## src/rtl/riscv_pkg.sv

```systemverilog
// Shared RV32I decode definitions: opcodes, ALU/writeback select encodings, branch funct3 codes, defaults.
// Latency: n/a (definitions only).
// Backpressure: n/a.
package riscv_pkg;

    localparam logic [6:0] OPC_OP     = 7'b0110011;
    localparam logic [6:0] OPC_OP_IMM = 7'b0010011;
    localparam logic [6:0] OPC_LOAD   = 7'b0000011;
    localparam logic [6:0] OPC_STORE  = 7'b0100011;
    localparam logic [6:0] OPC_BRANCH = 7'b1100011;
    localparam logic [6:0] OPC_JAL    = 7'b1101111;
    localparam logic [6:0] OPC_JALR   = 7'b1100111;
    localparam logic [6:0] OPC_LUI    = 7'b0110111;
    localparam logic [6:0] OPC_AUIPC  = 7'b0010111;

    localparam logic [2:0] F3_BEQ  = 3'b000;
    localparam logic [2:0] F3_BNE  = 3'b001;
    localparam logic [2:0] F3_BLT  = 3'b100;
    localparam logic [2:0] F3_BGE  = 3'b101;
    localparam logic [2:0] F3_BLTU = 3'b110;
    localparam logic [2:0] F3_BGEU = 3'b111;

    localparam logic [31:0] NOP_WORD_DEFAULT = 32'd0;
    localparam logic [31:0] RESET_PC_DEFAULT = 32'd64;

    // ALU_LUI passes operand B through; ALU_AUIPC adds operand B to the slot PC.
    typedef enum logic [3:0] {
        ALU_ADD   = 4'd0,
        ALU_SUB   = 4'd1,
        ALU_SLL   = 4'd2,
        ALU_SLT   = 4'd3,
        ALU_SLTU  = 4'd4,
        ALU_XOR   = 4'd5,
        ALU_SRL   = 4'd6,
        ALU_SRA   = 4'd7,
        ALU_OR    = 4'd8,
        ALU_AND   = 4'd9,
        ALU_LUI   = 4'd10,
        ALU_AUIPC = 4'd11
    } alu_op_t;

    typedef enum logic [1:0] {
        WB_ALU = 2'd0,
        WB_MEM = 2'd1,
        WB_PC4 = 2'd2
    } wb_sel_t;

endpackage

```

## src/rtl/reg_file.sv

```systemverilog
// 32x32 register file: 2 async read ports, 1 sync write port, x0 hardwired to zero.
// Latency: reads combinational; write visible next cycle (same cycle when WB_BYPASS_EN is defined).
// Backpressure: none; writes always accepted. Ports: clk, rst_n, i_we/i_waddr/i_wdata, i_raddr1/2 -> o_rdata1/2.
module reg_file (
    input  logic        clk,
    input  logic        rst_n,
    input  logic        i_we,
    input  logic [4:0]  i_waddr,
    input  logic [31:0] i_wdata,
    input  logic [4:0]  i_raddr1,
    input  logic [4:0]  i_raddr2,
    output logic [31:0] o_rdata1,
    output logic [31:0] o_rdata2
);

    logic [31:0] r_regs [32];

    always_ff @(posedge clk or negedge rst_n) begin
        if (!rst_n) begin
            for (int i = 0; i < 32; i++) r_regs[i] <= '0;
        end else if (i_we && (i_waddr != 5'd0)) begin
            r_regs[i_waddr] <= i_wdata;
        end
    end

`ifdef WB_BYPASS_EN
    // Forward the in-flight writeback so decode sees it in the same cycle.
    assign o_rdata1 = (i_raddr1 == 5'd0) ? 32'd0 :
                      (i_we && (i_waddr == i_raddr1)) ? i_wdata : r_regs[i_raddr1];
    assign o_rdata2 = (i_raddr2 == 5'd0) ? 32'd0 :
                      (i_we && (i_waddr == i_raddr2)) ? i_wdata : r_regs[i_raddr2];
`else
    assign o_rdata1 = (i_raddr1 == 5'd0) ? 32'd0 : r_regs[i_raddr1];
    assign o_rdata2 = (i_raddr2 == 5'd0) ? 32'd0 : r_regs[i_raddr2];
`endif

endmodule

```

## src/rtl/id_stage.sv

```systemverilog
// RV32I decode stage: regfile read, immediate/control decode, in-stage JAL/JALR/branch redirect, ID/EX register.
// Latency: 1 cycle pipe_* -> ex_*; control_j/pc_j combinational. Optional WB_BYPASS_EN forwards writeback.
// Backpressure: none; a slot is squashed (bubble) the cycle after a redirect or when pipe_data == NOP_WORD.
module id_stage
    import riscv_pkg::*;
#(
    parameter logic [31:0] RESET_PC = RESET_PC_DEFAULT,
    parameter logic [31:0] NOP_WORD = NOP_WORD_DEFAULT
) (
    input  logic        clk,
    input  logic        reset_n,
    input  logic [31:0] pipe_pc,
    input  logic [31:0] pipe_pc4,
    input  logic [31:0] pipe_data,
    input  logic        wb_en,
    input  logic [4:0]  wb_rd,
    input  logic [31:0] wb_data,
    output logic        control_j,
    output logic [31:0] pc_j,
    output logic        ex_valid,
    output logic [31:0] ex_pc,
    output logic [31:0] ex_pc4,
    output logic [31:0] ex_rs1_data,
    output logic [31:0] ex_rs2_data,
    output logic [31:0] ex_imm,
    output logic [4:0]  ex_rd,
    output logic [2:0]  ex_funct3,
    output logic [3:0]  ex_alu_op,
    output logic        ex_alu_src,
    output logic        ex_mem_read,
    output logic        ex_mem_write,
    output logic        ex_reg_write,
    output logic [1:0]  ex_wb_sel,
    output logic        ex_illegal
);

    logic        r_flush;
    logic [6:0]  w_opcode;
    logic [2:0]  w_funct3;
    logic [4:0]  w_rs1, w_rs2, w_rd;
    logic [31:0] w_rs1_data, w_rs2_data;
    logic [31:0] w_imm_i, w_imm_s, w_imm_b, w_imm_u, w_imm_j;
    logic        w_bubble, w_taken;
    logic [31:0] w_imm;
    alu_op_t     w_alu_op;
    wb_sel_t     w_wb_sel;
    logic        w_alu_src, w_mem_read, w_mem_write, w_reg_write, w_illegal;
    logic        w_is_jal, w_is_jalr, w_is_branch;

    assign w_opcode = pipe_data[6:0];
    assign w_rd     = pipe_data[11:7];
    assign w_funct3 = pipe_data[14:12];
    assign w_rs1    = pipe_data[19:15];
    assign w_rs2    = pipe_data[24:20];

    assign w_imm_i = {{20{pipe_data[31]}}, pipe_data[31:20]};
    assign w_imm_s = {{20{pipe_data[31]}}, pipe_data[31:25], pipe_data[11:7]};
    assign w_imm_b = {{19{pipe_data[31]}}, pipe_data[31], pipe_data[7], pipe_data[30:25], pipe_data[11:8], 1'b0};
    assign w_imm_u = {pipe_data[31:12], 12'd0};
    assign w_imm_j = {{11{pipe_data[31]}}, pipe_data[31], pipe_data[19:12], pipe_data[20], pipe_data[30:21], 1'b0};

    // The slot right after a redirect is wrong-path fetch and must not take effect.
    assign w_bubble = (pipe_data == NOP_WORD) || r_flush;

    reg_file u_reg_file (
        .clk      (clk),
        .rst_n    (reset_n),
        .i_we     (wb_en),
        .i_waddr  (wb_rd),
        .i_wdata  (wb_data),
        .i_raddr1 (w_rs1),
        .i_raddr2 (w_rs2),
        .o_rdata1 (w_rs1_data),
        .o_rdata2 (w_rs2_data)
    );

    always_comb begin
        w_alu_op    = ALU_ADD;
        w_wb_sel    = WB_ALU;
        w_alu_src   = 1'b0;
        w_mem_read  = 1'b0;
        w_mem_write = 1'b0;
        w_reg_write = 1'b0;
        w_illegal   = 1'b0;
        w_imm       = '0;
        w_is_jal    = 1'b0;
        w_is_jalr   = 1'b0;
        w_is_branch = 1'b0;
        case (w_opcode)
            OPC_OP, OPC_OP_IMM: begin
                w_reg_write = 1'b1;
                w_alu_src   = (w_opcode == OPC_OP_IMM);
                w_imm       = (w_opcode == OPC_OP_IMM) ? w_imm_i : 32'd0;
                case (w_funct3)
                    3'd0: w_alu_op = ((w_opcode == OPC_OP) && pipe_data[30]) ? ALU_SUB : ALU_ADD;
                    3'd1: w_alu_op = ALU_SLL;
                    3'd2: w_alu_op = ALU_SLT;
                    3'd3: w_alu_op = ALU_SLTU;
                    3'd4: w_alu_op = ALU_XOR;
                    3'd5: w_alu_op = pipe_data[30] ? ALU_SRA : ALU_SRL;
                    3'd6: w_alu_op = ALU_OR;
                    default: w_alu_op = ALU_AND;
                endcase
            end
            OPC_LOAD: begin
                w_reg_write = 1'b1;
                w_mem_read  = 1'b1;
                w_alu_src   = 1'b1;
                w_wb_sel    = WB_MEM;
                w_imm       = w_imm_i;
            end
            OPC_STORE: begin
                w_mem_write = 1'b1;
                w_alu_src   = 1'b1;
                w_imm       = w_imm_s;
            end
            OPC_BRANCH: begin
                w_is_branch = 1'b1;
                w_imm       = w_imm_b;
            end
            OPC_JAL: begin
                w_is_jal    = 1'b1;
                w_reg_write = 1'b1;
                w_wb_sel    = WB_PC4;
                w_imm       = w_imm_j;
            end
            OPC_JALR: begin
                w_is_jalr   = 1'b1;
                w_reg_write = 1'b1;
                w_alu_src   = 1'b1;
                w_wb_sel    = WB_PC4;
                w_imm       = w_imm_i;
            end
            OPC_LUI, OPC_AUIPC: begin
                w_reg_write = 1'b1;
                w_alu_src   = 1'b1;
                w_alu_op    = (w_opcode == OPC_LUI) ? ALU_LUI : ALU_AUIPC;
                w_imm       = w_imm_u;
            end
            default: w_illegal = 1'b1;
        endcase
    end

    always_comb begin
        w_taken = 1'b0;
        case (w_funct3)
            F3_BEQ:  w_taken = (w_rs1_data == w_rs2_data);
            F3_BNE:  w_taken = (w_rs1_data != w_rs2_data);
            F3_BLT:  w_taken = ($signed(w_rs1_data) <  $signed(w_rs2_data));
            F3_BGE:  w_taken = ($signed(w_rs1_data) >= $signed(w_rs2_data));
            F3_BLTU: w_taken = (w_rs1_data <  w_rs2_data);
            F3_BGEU: w_taken = (w_rs1_data >= w_rs2_data);
            default: w_taken = 1'b0;
        endcase
    end

    always_comb begin
        control_j = 1'b0;
        pc_j      = pipe_pc4;
        if (!w_bubble) begin
            if (w_is_jal) begin
                control_j = 1'b1;
                pc_j      = pipe_pc + w_imm_j;
            end else if (w_is_jalr) begin
                control_j = 1'b1;
                pc_j      = (w_rs1_data + w_imm_i) & ~32'd1;
            end else if (w_is_branch && w_taken) begin
                control_j = 1'b1;
                pc_j      = pipe_pc + w_imm_b;
            end
        end
    end

    always_ff @(posedge clk or negedge reset_n) begin
        if (!reset_n) begin
            r_flush      <= 1'b0;
            ex_valid     <= 1'b0;
            ex_pc        <= RESET_PC;
            ex_pc4       <= RESET_PC + 32'd4;
            ex_rs1_data  <= '0;
            ex_rs2_data  <= '0;
            ex_imm       <= '0;
            ex_rd        <= '0;
            ex_funct3    <= '0;
            ex_alu_op    <= '0;
            ex_alu_src   <= 1'b0;
            ex_mem_read  <= 1'b0;
            ex_mem_write <= 1'b0;
            ex_reg_write <= 1'b0;
            ex_wb_sel    <= '0;
            ex_illegal   <= 1'b0;
        end else begin
            r_flush      <= control_j;
            ex_valid     <= !w_bubble;
            ex_pc        <= pipe_pc;
            ex_pc4       <= pipe_pc4;
            ex_rs1_data  <= w_rs1_data;
            ex_rs2_data  <= w_rs2_data;
            ex_imm       <= w_imm;
            ex_rd        <= w_rd;
            ex_funct3    <= w_funct3;
            ex_alu_op    <= w_alu_op;
            ex_alu_src   <= w_alu_src;
            ex_mem_read  <= w_mem_read  && !w_bubble;
            ex_mem_write <= w_mem_write && !w_bubble;
            ex_reg_write <= w_reg_write && !w_bubble;
            ex_wb_sel    <= w_wb_sel;
            ex_illegal   <= w_illegal   && !w_bubble;
        end
    end

endmodule

```

## config.mk

```make
export PLATFORM = sky130hd
export DESIGN_NAME = id_stage
export DESIGN_NICKNAME = d
export VERILOG_FILES = /design/src/rtl/riscv_pkg.sv /design/src/rtl/reg_file.sv /design/src/rtl/id_stage.sv
export SDC_FILE = /design/constraint.sdc
export NUM_CORES = 2
export LEC_CHECK = 0
export BUFFER_PORTS_ARGS = -buffer_cell sky130_fd_sc_hd__buf_2
export CORE_MARGIN = 2
export CORE_UTILIZATION = 55
export DETAILED_ROUTE_END_ITERATION = 12
export PLACE_DENSITY_LB_ADDON = 0.15
export SLEW_MARGIN = 10
export SYNTH_ARGS = -nofsm -noshare
export SYNTH_HDL_FRONTEND = slang
export SYNTH_SLANG_ARGS = --single-unit
export TNS_END_PERCENT = 1
```

## constraint.sdc

```tcl
create_clock -name clk -period 7.4 [get_ports clk]
set_input_delay 1.48 -clock clk [delete_from_list [all_inputs] [get_ports clk]]
set_output_delay 1.48 -clock clk [all_outputs]
set_load 0.01 [all_outputs]
```

### Word level (Yosys, flattened, before mapping)

Cells that the tools add are included.

* $add $sub $neg: 3
* magnitude comparators: 8
* bitwise logic cells: 3
* divide/modulo/power cells: 0
* eq/ne operators: 18
* reductions and logical operators: 22
* multipliers: 0
* muxes and demuxes: 36
* shift-type cells: 0

Operators with widths (count)
* $bwmux W1024: 1
* $mux W32: 12
* $bmux W32 S5: 2
* $pmux W32 S6: 1
* $demux W32 S5: 1
* $add A32 B32 Y32: 3
* $ge A32 B32 Y1: 2
* $lt A32 B32 Y1: 2
* $eq A32 B32 Y1: 1
* $logic_not A32 Y1: 1
* $ne A32 B32 Y1: 1
* $pmux W4 S7: 1
* $eq A7 B6 Y1 const B: 3
* $eq A7 B7 Y1 const B: 3
* $ge A6 B6 Y1 const B: 3
* $not A5 Y6: 3
* $eq A7 B5 Y1 const B: 2
* $mux W1: 14
* $eq A3 B3 Y1 const B: 4
* $logic_not A5 Y1: 2
* $reduce_or A9 Y1: 1
* $logic_and A1 B1 Y1: 8
* $pmux W4 S2: 1
* $reduce_or A2 Y1: 4
* other kinds (13): 14

* word-level logic and storage cells: 138
* output and inout port bits: 213
* memories kept: 0
* latch bits: 0
* memory bits (read-only): 0
* bits of input ports: 136
* flip-flop bits (word level): 1205
* bits in writable memories: 0

### Longest topological paths before layout

* word-level depth: 12
* depth in mapped cells: 24
* gate-level depth less buffers: 18

### By module

Synthesis repeated with hierarchy kept, for this count alone.

* cells, all modules: 4716
* area, all modules: 65336.4 sq um

By module, submodules not included
* reg_file: instances 1, seq. area each 25624.6 sq um, cells each 3514, area an instance 54019.3 sq um
* id_stage: instances 1, seq. area each 4533.1 sq um, cells each 1202, area an instance 11317.1 sq um

### Least setup slack after synthesis

OpenSTA, ideal clock, no wires.

* kind: input to output
* from: input port pipe_data[15]
* to: output port pc_j[26]
* arrival time: 5943 ps
* path slack: -23 ps
* data required time: 5920 ps
* stages on the path: 19
* path buffers: 5
* cell sequence: buf_6 buf_6 buf_2 buf_2 mux4_2 mux4_2 o22ai_1 nor2_1 ha_1 nand4_1 nor4_4 nand3_1 a21oi_1 o211a_1 nand3_1 nor2_1 buf_2 a2111oi_0 nor4_1

* cells in the longest elaborated chain, start to end: 12
* elaborated cells between the ends (all ways): 22
* classes of those cells: add/sub: 2; order compare: 4; eq/ne: 2; mux: 9; bitwise: 1; reduce/logical: 4

Ends and longest elaborated chain
* start, declared: line id_stage.sv:14 `input logic [31:0] pipe_data,`
* $not A5 Y6 (not written as such): line reg_file.sv:33 `assign o_rdata1 = (i_raddr1 == 5'd0) ? 32'd0 : r_regs[i_raddr1];`
* $bmux W32 S5: line reg_file.sv:33
* $mux W32 (not written as such) (2 in a row): line reg_file.sv:33
* $mux W32 (*): line reg_file.sv:33
* named net u_reg_file.o_rdata1[30]: line reg_file.sv:12 `output logic [31:0] o_rdata1,`
* $ge A32 B32 Y1 (tied with other cells): line id_stage.sv:152 `F3_BGEU: w_taken = (w_rs1_data >= w_rs2_data);`
* $pmux W1 S6 (*): line id_stage.sv:146 `case (w_funct3)`
* $logic_and A1 B1 Y1 (*): line id_stage.sv:167 `end else if (w_is_branch && w_taken) begin`
* $mux W32 (*): line id_stage.sv:167
* $mux W32 (*): line id_stage.sv:164 `end else if (w_is_jalr) begin`
* $mux W32 (*): line id_stage.sv:161 `if (w_is_jal) begin`
* $mux W32 (*): line id_stage.sv:160 `if (!w_bubble) begin`
* end, declared: line id_stage.sv:19 `output logic [31:0] pc_j,`

The timed path passes the listed nets; every way through them passes the cells marked *. The select of a mux whose other input is x is not followed.

### Worst setup path in the final report

* from: input port pipe_data[20]
* to: output port pc_j[31]

* cells in the longest elaborated chain, start to end: 12
* elaborated cells between the ends (all ways): 22
* classes of those cells: add/sub: 2; order compare: 4; eq/ne: 2; mux: 9; bitwise: 1; reduce/logical: 4

Ends and longest elaborated chain
* $not A5 Y6 (not written as such): line reg_file.sv:34 `assign o_rdata2 = (i_raddr2 == 5'd0) ? 32'd0 : r_regs[i_raddr2];`
* $bmux W32 S5: line reg_file.sv:34
* $mux W32 (not written as such) (2 in a row): line reg_file.sv:34
* $mux W32: line reg_file.sv:34
* $ge A32 B32 Y1 (tied with other cells): line id_stage.sv:152
* $pmux W1 S6: line id_stage.sv:146
* $logic_and A1 B1 Y1: line id_stage.sv:167
* $mux W32: line id_stage.sv:167
* $mux W32: line id_stage.sv:164
* $mux W32: line id_stage.sv:161
* $mux W32 (*): line id_stage.sv:160

Mark *: on every way between the ends. The rest lies on a longest branch, timed or not. The select of a mux whose other input is x is not followed.

==> out/metrics.cfg <==
[route]
wirelength_mm=224
ant_nets=0
drcViolationCount=0
drt_pass1_iterations=5
drtIter0Drc=5037
wl_per_cell_um=32.2
vias_per_cell=6.81
via_count=47300

[timing]
hold_violations=0
period_minus_slack_ns=7.60
skew_ns=0.0270
setup_slack_ns=-0.201
slew_headroom=0.226
worst_pin_slew_ns=1.16
period_share=1.03
setup_violations=27
maxSlewViolCount=0
rsz0062_at_grt=yes
fmax_mhz=132
hold_ws_ns=0.374

[synth]
synth_flop_cell=dfrtp_1
yosys_warnings=0
seq_area_frac_synth=0.459
avgSynthCellArea_sq_um=13.8
yosysUniqueCellTypes=85
synthCells=4760
ys_seq_elements=1205
synth_async_sr_flop_share=1.00
synth_edf_count=0
syn_area_sq_mm=0.0657
synthesis.nets=5004

[floorplan]
die_area_sq_mm=0.122
rows=126
fp.dieH_um=350
fp.coreArea_sq_mm=0.118
io_pins=349
initial_core_util=0.556
die_w_um=350

[place]
post-dp-hpwl_mm=142
portBuffers=348
place_inst=6656
place_congestion=0.964

[critical_path]
cp_top_family=compound AO/OA/AOI/OAI gates
worstPathCellList=buf_16 -> buf_12 -> mux4_2 -> mux2_2 -> a21oi_1 -> o22a_1 -> ha_4 -> nand4_1 -> buf_4 -> nor3_2 -> a221oi_4 -> buf_4 -> a21oi_1 -> a31o_4 -> o21a_4 -> buf_4 -> or4_4 -> o211ai_1 -> a31oi_1 -> buf_2
worstSetupEndpointType=output port
critPathBufInv=6
start_kind=input port
required_ns=5.92
crit_path_frequent_cell=buf_4
slowest_stage=mux4_2
worst-setup-path-type=input port to output port
critical_path_arrival_ns=6.12
critPathMaxFanout=22
slowest_delay_ns=0.55

[finish]
syn_to_final_growth_pct=18.9
final_cells=6950
nets=5561
drive_gt1_frac=0.513

[clock_tree]
clock-sinks=1205
h-tree-depth=4
clk_pin_slew_ns=0.06
hold_buffers=0
cts_root_buf=clkbuf_16
cts_tree=yes
clk_latency_ns=0.77
cts_buffers=131
clock_path_buffers=3

[global_routing]
overflow=0
grt_max_degree=159
grt_pass1_vias=47700
antenna_found_initial=8
grt_pass1_wl_mm=324
grt.total_usage=0.365

[min_path]
hp-class=flip-flop to flip-flop

[power]
leakage_uw=0.0354
ir_worst_vdd_mv=0.249
power_density_mw_per_mm2=260

[run_status]
status=complete, but fails checks
violations=negative setup slack

[flow_run]
max-cap-violations=0

==> kinds of logic (layout without fill, tap and decap cells) <==
group / after synthesis / count (layout) / share of synthesized area
muxes: 1726 / 1726 / 0.376
DFF: 1205 / 1205 / 0.459
AOI/OAI and AO/OA: 647 / 647 / 0.0682
buffers and inverters: 517 / 1166 / 0.0310
and+or+nand+nor: 487 / 487 / 0.0361
adders and majority gates: 108 / 108 / 0.0209
xor gates and xnor gates: 70 / 70 / 0.00933
other: 0 / 5 / 0
==> synth_stat cells, types with 27 or more instances <==
| library cell | number | area (sq um) |
|---|---|---|
| dfrtp_1 | 1202 | 30100 |
| mux2_2 | 1077 | 12100 |
| mux4_2 | 480 | 10800 |
| clkbuf_1 | 311 | 1170 |
| nor2_1 | 171 | 642 |
| mux2i_1 | 166 | 1660 |
| a21oi_1 | 161 | 806 |
| ha_1 | 105 | 1310 |
| nand2_1 | 105 | 394 |
| buf_1 | 87 | 327 |
| o21ai_0 | 79 | 395 |
| a21o_1 | 62 | 465 |
| inv_1 | 61 | 229 |
| buf_2 | 46 | 230 |
| a211oi_1 | 43 | 323 |
| o22ai_1 | 42 | 263 |
| xnor2_1 | 41 | 359 |
| o221ai_1 | 36 | 315 |
| nor3_1 | 32 | 160 |
| xor2_1 | 29 | 254 |
| nand3_1 | 27 | 135 |
| nor2b_1 | 27 | 169 |
==> metal layers <==
metal	routed length (um)	up-vias	GRT usage
li1	-	19400	-
met4	11000	6	0.171
met1	87000	24800	0.489
met2	103000	2599	0.566
met5	42	-	0
met3	22800	582	0.0896
==> layout make-up <==
type / instances / area (sq um)
Antenna cell: 5 / 12.5
Clock buffer: 194 / 3860
Clock inverter: 31 / 314
Fill cell: 8599 / 40100
Inverter: 64 / 240
Multi-Input combinational cell: 3038 / 34400
Sequential cell: 1205 / 30200
Tap cell: 1536 / 1920
Timing Repair Buffer: 877 / 7270
==> timing repair <==
item                       CTS  global route
cloned                      13             6
buffers inserted            35            12
setup endpoints to repair   33            33
gates resized for setup    123            52
pin swaps                   29            31
==> through the flow <==
step | setup slack (ns) | instance area (sq um) | util | power (uW) | setup TNS [ns]
global route | -0.326 | 78100 | 0.661 | 21100 | -6.85
CTS | -0.159 | 77600 | 0.656 | 20200 | -1.66
global placement | -0.697 | 72100 | 0.610 | 13400 | -13.87
detailed placement | -0.701 | 72100 | 0.610 | 13600 | -14.34
finish | -0.201 | 78100 | 0.661 | 20300 | -2.45
floorplan | -0.0206 | 65700 | - | 11700 | -0.108
==> flip-flops by register name (all words and copies together) (netlist names), 2 cells and up <==
register and count:
ex_wb_sel 2, ex_pc4 32, ex_imm 32, ex_rs2_data 32, ex_pc 32, ex_rs1_data 32
ex_alu_op 4, u_reg_file.r_regs 1024, ex_funct3 3, ex_rd 5
==> report_power, final <==
part / switching, uW / internal (uW) / leakage (uW)
clock network: 2720 / 3780 / 0.00205
registers: 828 / 7750 / 0.0154
logic: 2340 / 2900 / 0.0180
==> worst paths after layout <==
check	startpoint	endpoint	slack [ns]	cells after the start
min in group asynchronous	reset_n	ex_rs2_data[15]	0.74	1
max in group asynchronous	reset_n	u_reg_file.r_regs[862]	5.03	2
worst max-delay path	pipe_data[20]	pc_j[31]	-0.20	20
worst min-delay path	u_reg_file.r_regs[1021]	u_reg_file.r_regs[1021]	0.37	0
worst min register to register	u_reg_file.r_regs[1021]	u_reg_file.r_regs[1021]	0.37	0
worst max register to register	u_reg_file.r_regs[847]	r_flush	3.25	20
==> placed cells by master (no fill, tap or decap), types with 18 or more instances in the layout <==
cell / count
buf_12: 60
mux2i_1: 164
buf_16: 22
o221ai_1: 35
o21ai_0: 76
mux2_2: 1075
mux4_2: 480
a21oi_1: 155
o211ai_1: 21
and3_1: 19
nor2b_1: 25
a21o_1: 62
a22o_1: 19
nor2_1: 150
o22ai_1: 30
clkbuf_16: 144
a211oi_1: 31
buf_4: 417
nor3_1: 25
nor2_4: 18
nand2b_1: 18
clkbuf_8: 21
inv_1: 60
xor2_1: 29
dfrtp_1: 1202
clkbuf_1: 36
nand4_1: 20
nand3_1: 26
buf_6: 26
nand2_1: 87
nand2_2: 18
ha_1: 102
o22a_1: 21
xnor2_1: 41
clkinv_2: 18
buf_2: 337
No activity file was read; power rests on OpenSTA's default activity.
